**config.mk**
```make
export PLATFORM = sky130hd
export DESIGN_NAME = cp0_regfile_flat
export DESIGN_NICKNAME = d
export VERILOG_FILES = /design/src/rtl/cpu_defs.sv /design/src/rtl/wb_c0_if.sv /design/src/rtl/cp0_regfile_timer.sv /design/src/rtl/cp0_regfile.sv /design/src/flat_wrapper.sv
export SDC_FILE = /design/constraint.sdc
export NUM_CORES = 1
export LEC_CHECK = 0
export CAP_MARGIN = 15
export CELL_PAD_IN_SITES_DETAIL_PLACEMENT = 1
export CELL_PAD_IN_SITES_GLOBAL_PLACEMENT = 1
export CORE_UTILIZATION = 23
export DETAILED_ROUTE_END_ITERATION = 8
export PLACE_DENSITY_LB_ADDON = 0.12
export SLEW_MARGIN = 5
export SYNTH_ARGS = -nofsm -noshare
export SYNTH_HDL_FRONTEND = slang
export SYNTH_SLANG_ARGS = --single-unit
```
**constraint.sdc**
```tcl
create_clock -name clk -period 2.28 [get_ports clk]
set_input_delay 0.228 -clock clk [delete_from_list [all_inputs] [get_ports clk]]
set_output_delay 0.228 -clock clk [all_outputs]
set_load 0.02 [all_outputs]
```
**src/rtl/cpu_defs.sv**
```systemverilog
// Shared CPU definitions: CP0 register numbers, exception codes, CP0 field layouts
// and the WB-to-CP0 commit bus.
package cpu_defs;

  localparam logic [4:0] CR_BADVADDR = 5'd8;
  localparam logic [4:0] CR_COUNT    = 5'd9;
  localparam logic [4:0] CR_COMPARE  = 5'd11;
  localparam logic [4:0] CR_STATUS   = 5'd12;
  localparam logic [4:0] CR_CAUSE    = 5'd13;
  localparam logic [4:0] CR_EPC      = 5'd14;

  localparam logic [4:0] EXCCODE_INT  = 5'h00;
  localparam logic [4:0] EXCCODE_ADEL = 5'h04;
  localparam logic [4:0] EXCCODE_ADES = 5'h05;
  localparam logic [4:0] EXCCODE_SYS  = 5'h08;
  localparam logic [4:0] EXCCODE_BP   = 5'h09;
  localparam logic [4:0] EXCCODE_RI   = 5'h0a;
  localparam logic [4:0] EXCCODE_OV   = 5'h0c;

  typedef struct packed {
    logic       bev;
    logic [7:0] im;
    logic       exl;
    logic       ie;
  } cp0_status_t;

  // ip[7:2] is hardware-sampled, ip[1:0] is the software-writable pair
  typedef struct packed {
    logic       bd;
    logic [7:0] ip;
    logic [4:0] exccode;
  } cp0_cause_t;

  typedef struct packed {
    logic        bd;
    logic        ex;
    logic [4:0]  exccode;
    logic [31:0] badvaddr;
  } ws_exception_t;

  typedef struct packed {
    logic          eret_flush;
    ws_exception_t exception;
    logic [31:0]   pc;
  } ws_to_c0_bus_t;

  function automatic logic [31:0] status_word(input cp0_status_t s);
    return {9'b0, s.bev, 6'b0, s.im, 6'b0, s.exl, s.ie};
  endfunction

  function automatic logic [31:0] cause_word(input cp0_cause_t c, input logic ti);
    return {c.bd, ti, 14'b0, c.ip, 1'b0, c.exccode, 2'b0};
  endfunction

endpackage

```
**src/rtl/wb_c0_if.sv**
```systemverilog
// MTC0/MFC0 handshake between the WB stage (initiator) and CP0 (responder).
interface WB_C0_Interface;
  logic        we;
  logic [7:0]  addr;
  logic [31:0] wdata;
  logic [31:0] rdata;

  modport WB (output we, output addr, output wdata, input rdata);
  modport C0 (input we, input addr, input wdata, output rdata);
endinterface

```
**src/rtl/cp0_regfile_timer.sv**
```systemverilog
// CP0 Count/Compare timer: half-clock-rate Count, Compare match raises sticky TI.
// Only present when CP0_TIMER_EN is defined.
`ifdef CP0_TIMER_EN
module cp0_timer (
  input  logic        clk,
  input  logic        reset,
  input  logic        count_we,
  input  logic        compare_we,
  input  logic [31:0] wdata,
  output logic [31:0] count,
  output logic [31:0] compare,
  output logic        ti
);

  logic        tick_q, tick_d;
  logic [31:0] count_q, count_d;
  logic [31:0] compare_q, compare_d;
  logic        ti_q, ti_d;

  always_comb begin
    tick_d    = ~tick_q;
    count_d   = count_q + {31'b0, tick_q};
    compare_d = compare_q;
    ti_d      = ti_q;
    if (count_we) begin
      count_d = wdata;
      tick_d  = 1'b0;
    end
    // a Compare write acknowledges the interrupt even if it matches this cycle
    if (compare_we) begin
      compare_d = wdata;
      ti_d      = 1'b0;
    end else if (count_d == compare_q) begin
      ti_d = 1'b1;
    end
  end

  always_ff @(posedge clk) begin
    if (reset) begin
      tick_q    <= 1'b0;
      count_q   <= '0;
      compare_q <= '0;
      ti_q      <= 1'b0;
    end else begin
      tick_q    <= tick_d;
      count_q   <= count_d;
      compare_q <= compare_d;
      ti_q      <= ti_d;
    end
  end

  assign count   = count_q;
  assign compare = compare_q;
  assign ti      = ti_q;

endmodule
`endif

```
**src/rtl/cp0_regfile.sv**
```systemverilog
// Coprocessor-0 register file: MTC0/MFC0 responder, exception/ERET commit, interrupt request.
// Define CP0_TIMER_EN to include the Count/Compare timer; otherwise they read 0 and TI is 0.
module cp0_regfile
  import cpu_defs::*;
#(
  parameter logic [31:0] EX_VEC_BEV = 32'hBFC0_0380,
  parameter logic [31:0] EX_VEC     = 32'h8000_0180
) (
  input  logic           clk,
  input  logic           reset,
  WB_C0_Interface.C0     c0,
  input  ws_to_c0_bus_t  ws_to_c0_bus,
  input  logic [5:0]     ext_int_in,
  output logic           has_int,
  output logic [31:0]    ex_entry,
  output logic [31:0]    c0_epc
);

  localparam cp0_status_t STATUS_RST = '{bev: 1'b1, im: 8'h00, exl: 1'b0, ie: 1'b0};

  cp0_status_t status_q, status_d;
  cp0_cause_t  cause_q, cause_d;
  logic [31:0] epc_q, epc_d;
  logic [31:0] badvaddr_q, badvaddr_d;

  logic [4:0]  reg_num;
  logic        sel_ok;
  logic        ex_commit;
  logic        eret_commit;
  logic        mtc0;
  logic [31:0] timer_count;
  logic [31:0] timer_compare;
  logic        timer_ti;
  logic [31:0] rdata;

  assign reg_num     = c0.addr[7:3];
  assign sel_ok      = (c0.addr[2:0] == 3'd0);
  assign ex_commit   = ws_to_c0_bus.exception.ex;
  assign eret_commit = ws_to_c0_bus.eret_flush & ~ex_commit;
  // a WB commit flushes the instruction carrying the MTC0, so its write is dropped
  assign mtc0        = c0.we & sel_ok & ~ex_commit & ~ws_to_c0_bus.eret_flush;

`ifdef CP0_TIMER_EN
  cp0_timer u_timer (
    .clk        (clk),
    .reset      (reset),
    .count_we   (mtc0 && reg_num == CR_COUNT),
    .compare_we (mtc0 && reg_num == CR_COMPARE),
    .wdata      (c0.wdata),
    .count      (timer_count),
    .compare    (timer_compare),
    .ti         (timer_ti)
  );
`else
  assign timer_count   = '0;
  assign timer_compare = '0;
  assign timer_ti      = 1'b0;
`endif

  always_comb begin
    status_d   = status_q;
    cause_d    = cause_q;
    epc_d      = epc_q;
    badvaddr_d = badvaddr_q;
    cause_d.ip[7:2] = {ext_int_in[5] | timer_ti, ext_int_in[4:0]};
    if (ex_commit) begin
      cause_d.exccode = ws_to_c0_bus.exception.exccode;
      // nested exceptions keep the original return point
      if (!status_q.exl) begin
        epc_d      = ws_to_c0_bus.exception.bd ? ws_to_c0_bus.pc - 32'd4 : ws_to_c0_bus.pc;
        cause_d.bd = ws_to_c0_bus.exception.bd;
      end
      status_d.exl = 1'b1;
      if (ws_to_c0_bus.exception.exccode == EXCCODE_ADEL ||
          ws_to_c0_bus.exception.exccode == EXCCODE_ADES) begin
        badvaddr_d = ws_to_c0_bus.exception.badvaddr;
      end
    end else if (eret_commit) begin
      status_d.exl = 1'b0;
    end else if (mtc0) begin
      case (reg_num)
        CR_STATUS: begin
          status_d.im  = c0.wdata[15:8];
          status_d.exl = c0.wdata[1];
          status_d.ie  = c0.wdata[0];
        end
        CR_CAUSE: cause_d.ip[1:0] = c0.wdata[9:8];
        CR_EPC:   epc_d = c0.wdata;
        default:  ;
      endcase
    end
  end

  always_ff @(posedge clk) begin
    if (reset) begin
      status_q   <= STATUS_RST;
      cause_q    <= '0;
      epc_q      <= '0;
      badvaddr_q <= '0;
    end else begin
      status_q   <= status_d;
      cause_q    <= cause_d;
      epc_q      <= epc_d;
      badvaddr_q <= badvaddr_d;
    end
  end

  always_comb begin
    rdata = '0;
    if (sel_ok) begin
      case (reg_num)
        CR_BADVADDR: rdata = badvaddr_q;
        CR_COUNT:    rdata = timer_count;
        CR_COMPARE:  rdata = timer_compare;
        CR_STATUS:   rdata = status_word(status_q);
        CR_CAUSE:    rdata = cause_word(cause_q, timer_ti);
        CR_EPC:      rdata = epc_q;
        default:     rdata = '0;
      endcase
    end
  end

  assign c0.rdata = rdata;
  assign has_int  = (|(cause_q.ip & status_q.im)) & status_q.ie & ~status_q.exl;
  assign ex_entry = status_q.bev ? EX_VEC_BEV : EX_VEC;
  assign c0_epc   = epc_q;

endmodule
```
**src/flat_wrapper.sv**
```systemverilog
// flat-port wrapper written by rule: the top's interface ports become plain ports
module cp0_regfile_flat import cpu_defs::*;
#(
  parameter logic [31:0] EX_VEC_BEV = 32'hBFC0_0380,
  parameter logic [31:0] EX_VEC     = 32'h8000_0180
)
  (clk, reset, ws_to_c0_bus, ext_int_in, has_int, ex_entry, c0_epc, c0_we, c0_addr, c0_wdata, c0_rdata);
  WB_C0_Interface c0_i ();
  input  logic clk;
  input  logic reset;
  input  ws_to_c0_bus_t ws_to_c0_bus;
  input  logic [5:0] ext_int_in;
  output logic has_int;
  output logic [31:0] ex_entry;
  output logic [31:0] c0_epc;
  input wire logic [$bits(c0_i.we)-1:0] c0_we;
  input wire logic [$bits(c0_i.addr)-1:0] c0_addr;
  input wire logic [$bits(c0_i.wdata)-1:0] c0_wdata;
  output wire logic [$bits(c0_i.rdata)-1:0] c0_rdata;
  assign c0_i.we = c0_we;
  assign c0_i.addr = c0_addr;
  assign c0_i.wdata = c0_wdata;
  assign c0_rdata = c0_i.rdata;
  cp0_regfile #(.EX_VEC_BEV(EX_VEC_BEV), .EX_VEC(EX_VEC)) u_core (.clk(clk), .reset(reset), .c0(c0_i), .ws_to_c0_bus(ws_to_c0_bus), .ext_int_in(ext_int_in), .has_int(has_int), .ex_entry(ex_entry), .c0_epc(c0_epc));
endmodule
```
== Word level (Yosys, flattened, before mapping) ==
Cells that the tools add are included.

* Register bits: 88
* Input port bits: 121
* Word-level logic and storage cells: 54

* Add/sub/neg operators: 1
* Equal/unequal tests: 8
* Multiplexer cells: 12
* Bitwise logic cells: 11
* Reduce and logical (&&, ||, !) cells: 13

{| class="wikitable"
|+ Operators with widths
! cell !! count
|-
| $mux W32 || 7
|-
| $pmux W32 S4 || 1
|-
| $sub A32 B3 Y32 const B || 1
|-
| $eq A5 B4 Y1 const B || 4
|-
| $reduce_and A4 Y1 || 3
|-
| $eq A5 B3 Y1 const B || 2
|-
| $and A8 B8 Y8 || 1
|-
| $reduce_or A8 Y1 || 1
|-
| $and A1 B1 Y1 || 6
|-
| $reduce_and A2 Y1 || 3
|-
| $reduce_bool A3 Y1 || 2
|-
| $mux W2 || 2
|-
| $ne A2 B2 Y1 const B || 2
|-
| $not A1 Y1 || 4
|-
| $reduce_bool A2 Y1 || 2
|-
| $logic_not A3 Y1 || 1
|-
| $mux W1 || 2
|-
| $logic_or A1 B1 Y1 || 1
|}

== Longest topological paths before layout ==
Gate-level depths: netlist (run 1).

* Depth in word-level cells: 7
* Gate-level depth with buffers: 8

== Worst setup path before layout (run 1) ==
No wires, ideal clock.

* Path type: input port to flip-flop
* Start: input c0_addr[1]
* End: register u_core.epc_q[20] (netlist: u_core.c0_epc[20])
* Library setup time: 0.103 ns
* Arrival time: 1.811 ns
* Path slack: 0.366 ns
* Cell stages on the path: 7
* Path buffers: 2
* Cell sequence: or3_1 > or4_1 > buf_2 > nand2_4 > buf_6 > nor2_2 > a2111oi_2

* Word-level cells in the longest chain between the ends: 6

{| class="wikitable"
|+ RTL lines
! what !! line !! source
|-
| start, declared || flat_wrapper.sv:17 || <nowiki>input wire logic [$bits(c0_i.addr)-1:0] c0_addr;</nowiki>
|-
| $logic_not A3 Y1 || cp0_regfile.sv:37 || <nowiki>assign sel_ok = (c0.addr[2:0] == 3'd0);</nowiki>
|-
| $and A1 B1 Y1 (3 in series) || cp0_regfile.sv:41 || <nowiki>assign mtc0 = c0.we & sel_ok & ~ex_commit & ~ws_to_c0_bus.eret_flush;</nowiki>
|-
| $reduce_bool A2 Y1 (no line) || - ||
|-
| $reduce_and A4 Y1 (no line) || - ||
|-
| end signal, assigned || cp0_regfile.sv:103 || <nowiki>epc_q <= epc_d;</nowiki>
|-
| end, declared || cp0_regfile.sv:23 || <nowiki>logic [31:0] epc_q, epc_d;</nowiki>
|}

Every way passes these cells.
A chain may end at the register's enable or synchronous reset.

== Worst setup path in the final report (run 1) ==
* Start: input c0_addr[7]
* End: output c0_rdata[0]

* Word-level cells in the longest chain between the ends: 3

{| class="wikitable"
|+ RTL lines
! what !! line !! source
|-
| $eq A5 B4 Y1 || cp0_regfile.sv:111 || <nowiki>case (reg_num)</nowiki>
|-
| $pmux W32 S4 * || cp0_regfile.sv:111 ||
|-
| $mux W32 * || cp0_regfile.sv:110 || <nowiki>if (sel_ok) begin</nowiki>
|-
| end, declared || flat_wrapper.sv:19 || <nowiki>output wire logic [$bits(c0_i.rdata)-1:0] c0_rdata;</nowiki>
|}

Mark *: on every way between the ends. The rest lies on a longest branch, timed or not.

==> metrics.cfg, run 1 <==
[run_status]
run_status=finished, final reports clean

[yosys]
synthSimpleGateAreaFrac_pct=24.7
synth_compound_area_share_pct=22.2
avgSynthCellArea_sq_um=7.79
synth_seq_cells=88
synth_warnings=0
dominantRegCellSynth=dfxtp_1
ys_types=65
synth_edf_count=0
seq_area_frac_synth_pct=35.8
synthArstFlopShare_pct=0
syn_area_sq_mm=0.00492
synthCells=631
synthAdderAreaFrac_pct=0.458
synth_top_family_by_area=simple AND/OR/NAND/NOR gates
synth_xor_area_share_pct=4.45
muxShareOfSynthArea_pct=2.70

[pwr]
cellLeakagePower_uw=0.00280
p_per_area_mw_per_mm2=532
power_switching_uw=1130
swShare_pct=27.5
p_total_uw=4110
power_frac_clock_pct=39.7
combPwrFrac_pct=19.6
intPower_uw=2980
sequentialPowerShare_pct=40.7
vdd_drop_max_mv=0.370

[layout]
area_growth_pct=57.0
num_antenna_cells=0
layout_commonest_cell=clkdlybuf4s50_1
final_cell_mix=clkdlybuf4s50_1, nand2_1, dfxtp_1
nets=968
final_cell_area_sq_mm=0.00772
fill_cells=2470
final_util_pct=36.7
drive_gt1_share_pct=17.5

[cts]
h-tree-depth=3
clkTransAtPathRegs_ns=0.07
cts-root-buf=clkbuf_16
cts_hold_buf=0
cts_tree=built
clockBufferDepth=2
numCtsBuffers=9
clk-insertion-delay-late_ns=0.35
clock-sinks=88

[worst_setup_path]
critPathTopFamily=buffers and inverters
path_class=input pin to primary output
crit_buf_inv=4
critPathLaunchType=input pin
crit_slowest_cell=clkdlybuf4s50_1
arrival_ns=2.00
crit_fanout=15
cp_cell_sequence=clkdlybuf4s50_1, nand3b_1, buf_4, nor3_4, buf_12, a222oi_1, nor2_1, buf_2
critPathMaxStageDelay_ns=0.47
cp-end-kind=primary output
required_ns=2.05

[timing]
period_share_pct=97.8
relSlewSlack_pct=35.9
max_freq_mhz=448
setup_viol=0
slew_viol_final=0
fin_worst_skew_ns=0.00709
fin_crit_ns=2.23
whs_ns=0.301
max_slew.worst_pin.slew_ns=0.962
hold_violations=0

[grt]
gr-usage-all-layers_pct=19.7
grt_pass1_wl_mm=32.9
grt_overflow=0
antenna_found_initial=1
grt_max_degree=86
grt_pass1_vias=5785

[detailed_routing]
firstDrtPassIters=7
drc=0
wl_per_cell_microns=19.2
drt_iter0_drc=223
wl_mm=21.6
viasPerCell=4.86
antenna_left=0
vias=5469

[run]
drv_cap=0

[floorplanning]
dieArea_sq_mm=0.0220
die_h_microns=148
pin_count=218
initial_core_util_pct=23.4
core_area_sq_mm=0.0210
die_w_microns=148
rows=53

[placed_design]
place_hpwl_mm=16.8
dpl_cell_area_sq_mm=0.00742
place_congestion=0.837
numPortBuffers=185

[hold_path]
hold_class=input pin to flop

[worst paths after layout]
path | start | endpoint | slack [ns] | cells past startpoint
setup / recovery | c0_addr[7] | c0_rdata[0] | 0.05 | 8
hold / removal | reset | u_core.c0_epc[22] | 0.30 | 4
setup reg to reg | u_core.status_q[1] | u_core.c0_epc[6] | 0.65 | 6
hold reg to reg | u_core.badvaddr_q[11] | u_core.badvaddr_q[11] | 0.46 | 2
[routing by layer]
| layer | up-vias | routed length [microns] | GRT usage, % |
|---|---|---|---|
| li1 | 2616 | - | - |
| met1 | 2632 | 9050 | 24.0 |
| met5 | - | 0 | 0 |
| met2 | 194 | 10600 | 34.5 |
| met4 | 0 | 411 | 5.05 |
| met3 | 27 | 1590 | 4.91 |
[power by group through the flow]
stage	clock network, uW	registers (uW)	logic (uW)
6_report	1630	1670	804
3_5_place_dp	0	1710	793
3_3_place_gp	0	1710	781
5_1_grt	1740	1680	865
2_1_floorplan	0	1720	316
4_1_cts	1670	1670	801
[logic make-up (layout without fill, tap and decap cells)]
group,count (synthesis),count (layout)
compound gates,162,162
xor+xnor,25,25
fa+ha+maj,2,2
buf+inv,86,276
flops,88,88
mux,13,13
other cells,2,32
simple gates,253,253
[sequential cells by signal, summed over array words and instances, names as in the netlist]
| name | count |
|---|---|
| u_core.badvaddr_q | 32 |
| u_core.cause_q | 14 |
| u_core.status_q | 10 |
| u_core.c0_epc | 32 |
[cells in the mapped netlist (7+ instances only)]
cell type	instances	area (sq um)
a311oi_1	7	61.3
nand4_1	9	56.3
nor3_1	12	60.1
clkbuf_1	36	135
nand2_1	108	405
xor2_1	17	149
a21oi_1	72	360
nor2_1	57	214
nor2b_1	8	50.1
dfxtp_1	88	1760
a22oi_1	33	248
a222oi_1	8	80.1
a211o_1	8	70.1
mux2i_1	11	110
buf_4	33	248
xnor2_1	8	70.1
nand3_1	15	75.1
[worst register-to-register path, delay by kind of cell, from the launching register on]
family | cells | cell delay [ns]
simple gates | 2 | 0.40
flops | 1 | 0.49
buf+inv | 2 | 0.40
compound gates | 2 | 0.18
[cell type report]
cell class                 instances  area, sq um  share of cell area [%]
clock buffer                      10          229                    2.97
clock inverter                     6         92.6                    1.20
inverter                           6         22.5                   0.292
multi-input combinational        487         2930                    37.9
sequential                        88         1760                    22.8
tap                              275          344                    4.46
timing repair buffer             254         2340                    30.3
[timing repair]
item,CTS,global route
endpoints found under the setup margin,41,54
pin swaps,3,6
resized for setup,134,24
buffers inserted,0,2
gates cloned,0,1
[stage by stage]
stage	setup TNS (ns)	std cells	worst slack [ns]
2_1_floorplan	0	661	0.366
3_3_place_gp	-19.76	1108	-0.413
3_5_place_dp	-21.59	1108	-0.447
4_1_cts	0	1124	0.0130
5_1_grt	-0.00195	1126	-0.00195
6_report	0	1126	0.0501
No activity file was read; power rests on OpenSTA's default activity.
==> run 2, diff against run 1 <==
Settings changed: CORE_UTILIZATION 23 to 30, SLEW_MARGIN 5 to 20.
==> run 2 against run 1 <==
  * Sequential share of layout area rose by 0.25 points
  * Setup slack got worse by 0.00059 ns
  * Total power fell by 4.3%
  * Critical endpoint is now u_core.c0_epc[28]
  * Largest cell class unchanged
==> metrics.cfg, run 2 (synthesis gave the netlist of run 1 again) <==
[run_status]
run_status=finished, final reports clean

[layout]
nets=971
num_antenna_cells=0
layout_commonest_cell=clkdlybuf4s50_1
final_util_pct=47.9
area_growth_pct=55.4
finalNonFillerCells=1069
final_cell_area_sq_mm=0.00764
final_cell_mix=clkdlybuf4s50_1, nand2_1, dfxtp_1
drive_gt1_share_pct=17.6
fill_cells=1949

[grt]
grt_max_degree=86
grt_pass1_vias=5631
antenna_found_initial=2
gr-usage-all-layers_pct=24.3
grt_pass1_wl_mm=31.1
grt_overflow=0
grt_util_met3_pct=5.49
use_met1_pct=28.6
grt_use_met2_pct=43.4
busiest_layer=met2

[timing]
fin_worst_skew_ns=0.00768
slew_viol_final=0
fin_crit_ns=2.23
setup_viol=0
relSlewSlack_pct=37.1
period_share_pct=97.8
hold_violations=0
max_slew.worst_pin.slew_ns=0.944
fin_tns_setup_ns=0
max_freq_mhz=448

[worst_setup_path]
critPathLaunchType=input pin
path_class=input pin to flop
crit_fanout=5
arrival_ns=2.41
required_ns=2.46
cp-end-kind=flop

[floorplanning]
initial_core_util_pct=30.8
rows=46
pin_count=218
core_area_sq_mm=0.0159
die_w_microns=130
die_h_microns=130
dieArea_sq_mm=0.0169

[detailed_routing]
viasPerCell=5.18
drc=0
wl_per_cell_microns=19.6
firstDrtPassIters=4
antenna_left=0
wl_mm=20.9
vias=5540
drt_iter0_drc=252

[cts]
cts-root-buf=clkbuf_16
clk-insertion-delay-late_ns=0.35
clockBufferDepth=2
clkTransAtPathRegs_ns=0.06
cts_tree=built
numCtsBuffers=9
clock-sinks=88
h-tree-depth=3

[placed_design]
numPortBuffers=185
place_congestion=0.862
placed_cells=1050
place_hpwl_mm=15.8
dpl_cell_area_sq_mm=0.00732

[hold_path]
hold_class=input pin to flop

[pwr]
vdd_drop_max_mv=0.340
cellLeakagePower_uw=0.00278
p_per_area_mw_per_mm2=515

[run]
drv_cap=0

-- run 2: timing repair --
| item | in CTS | in global routing |
|---|---|---|
| pin swaps | 1 | 5 |
| gates cloned | 0 | 2 |
| buffers inserted | 1 | 1 |
| hold buffers | 0 | 0 |
| gates resized for setup | 131 | 34 |
| setup endpoints to repair | 41 | 43 |
-- run 2: power by group --
group | total [uW] | internal (uW) | switching (uW) | leakage, uW
sequential | 1680 | 1600 | 79.9 | 0.000719
combinational | 784 | 403 | 381 | 0.00192
clock | 1470 | 850 | 618 | 0.000144
-- run 2: per-stage QoR --
stage	hold WS [ns]	setup WS (ns)	total power (uW)
5_1_grt	0.327	-0.0332	4080
3_3_place_gp	0.446	-0.382	2470
2_1_floorplan	0.356	0.366	2040
6_report	0.301	0.0495	3930
3_5_place_dp	0.454	-0.435	2480
4_1_cts	0.295	0.000284	3940
-- run 2: area by class of cell --
class,count,area [sq um],area share [%]
sequential,88,1760,23.1
clock inverter,2,12.5,0.164
tap,216,270,3.54
clock buffer,13,280,3.67
timing repair buffer,257,2370,31.0
multi-input combinational,487,2930,38.3
inverter,6,22.5,0.295
-- run 2: critical path, cell delays in order --
cell and delay [ns]:
clkdlybuf4s50_1 0.40, or3_4 0.40, buf_4 0.14, or4_4 0.52
buf_8 0.17, buf_4 0.13, nor3_1 0.18, o21bai_1 0.15
a311oi_1 0.08
-- run 2: worst paths after layout --
| kind | from | endpoint | slack [ns] | cells after the start |
|---|---|---|---|---|
| worst max-delay path | c0_addr[2] | u_core.c0_epc[28] | 0.05 | 9 |
| worst max register to register | u_core.status_q[1] | u_core.c0_epc[31] | 0.33 | 4 |
| worst min register to register | u_core.badvaddr_q[30] | u_core.badvaddr_q[30] | 0.47 | 2 |
| worst min-delay path | reset | u_core.c0_epc[21] | 0.30 | 4 |
-- run 2: routing by layer --
metal | share of wire, % | wire, microns | vias up
met5 | 0.13 | 27 | -
met4 | 1.9 | 391 | 4
met3 | 6.1 | 1280 | 31
met2 | 50 | 10500 | 185
met1 | 42 | 8740 | 2702
li1 | - | - | 2618
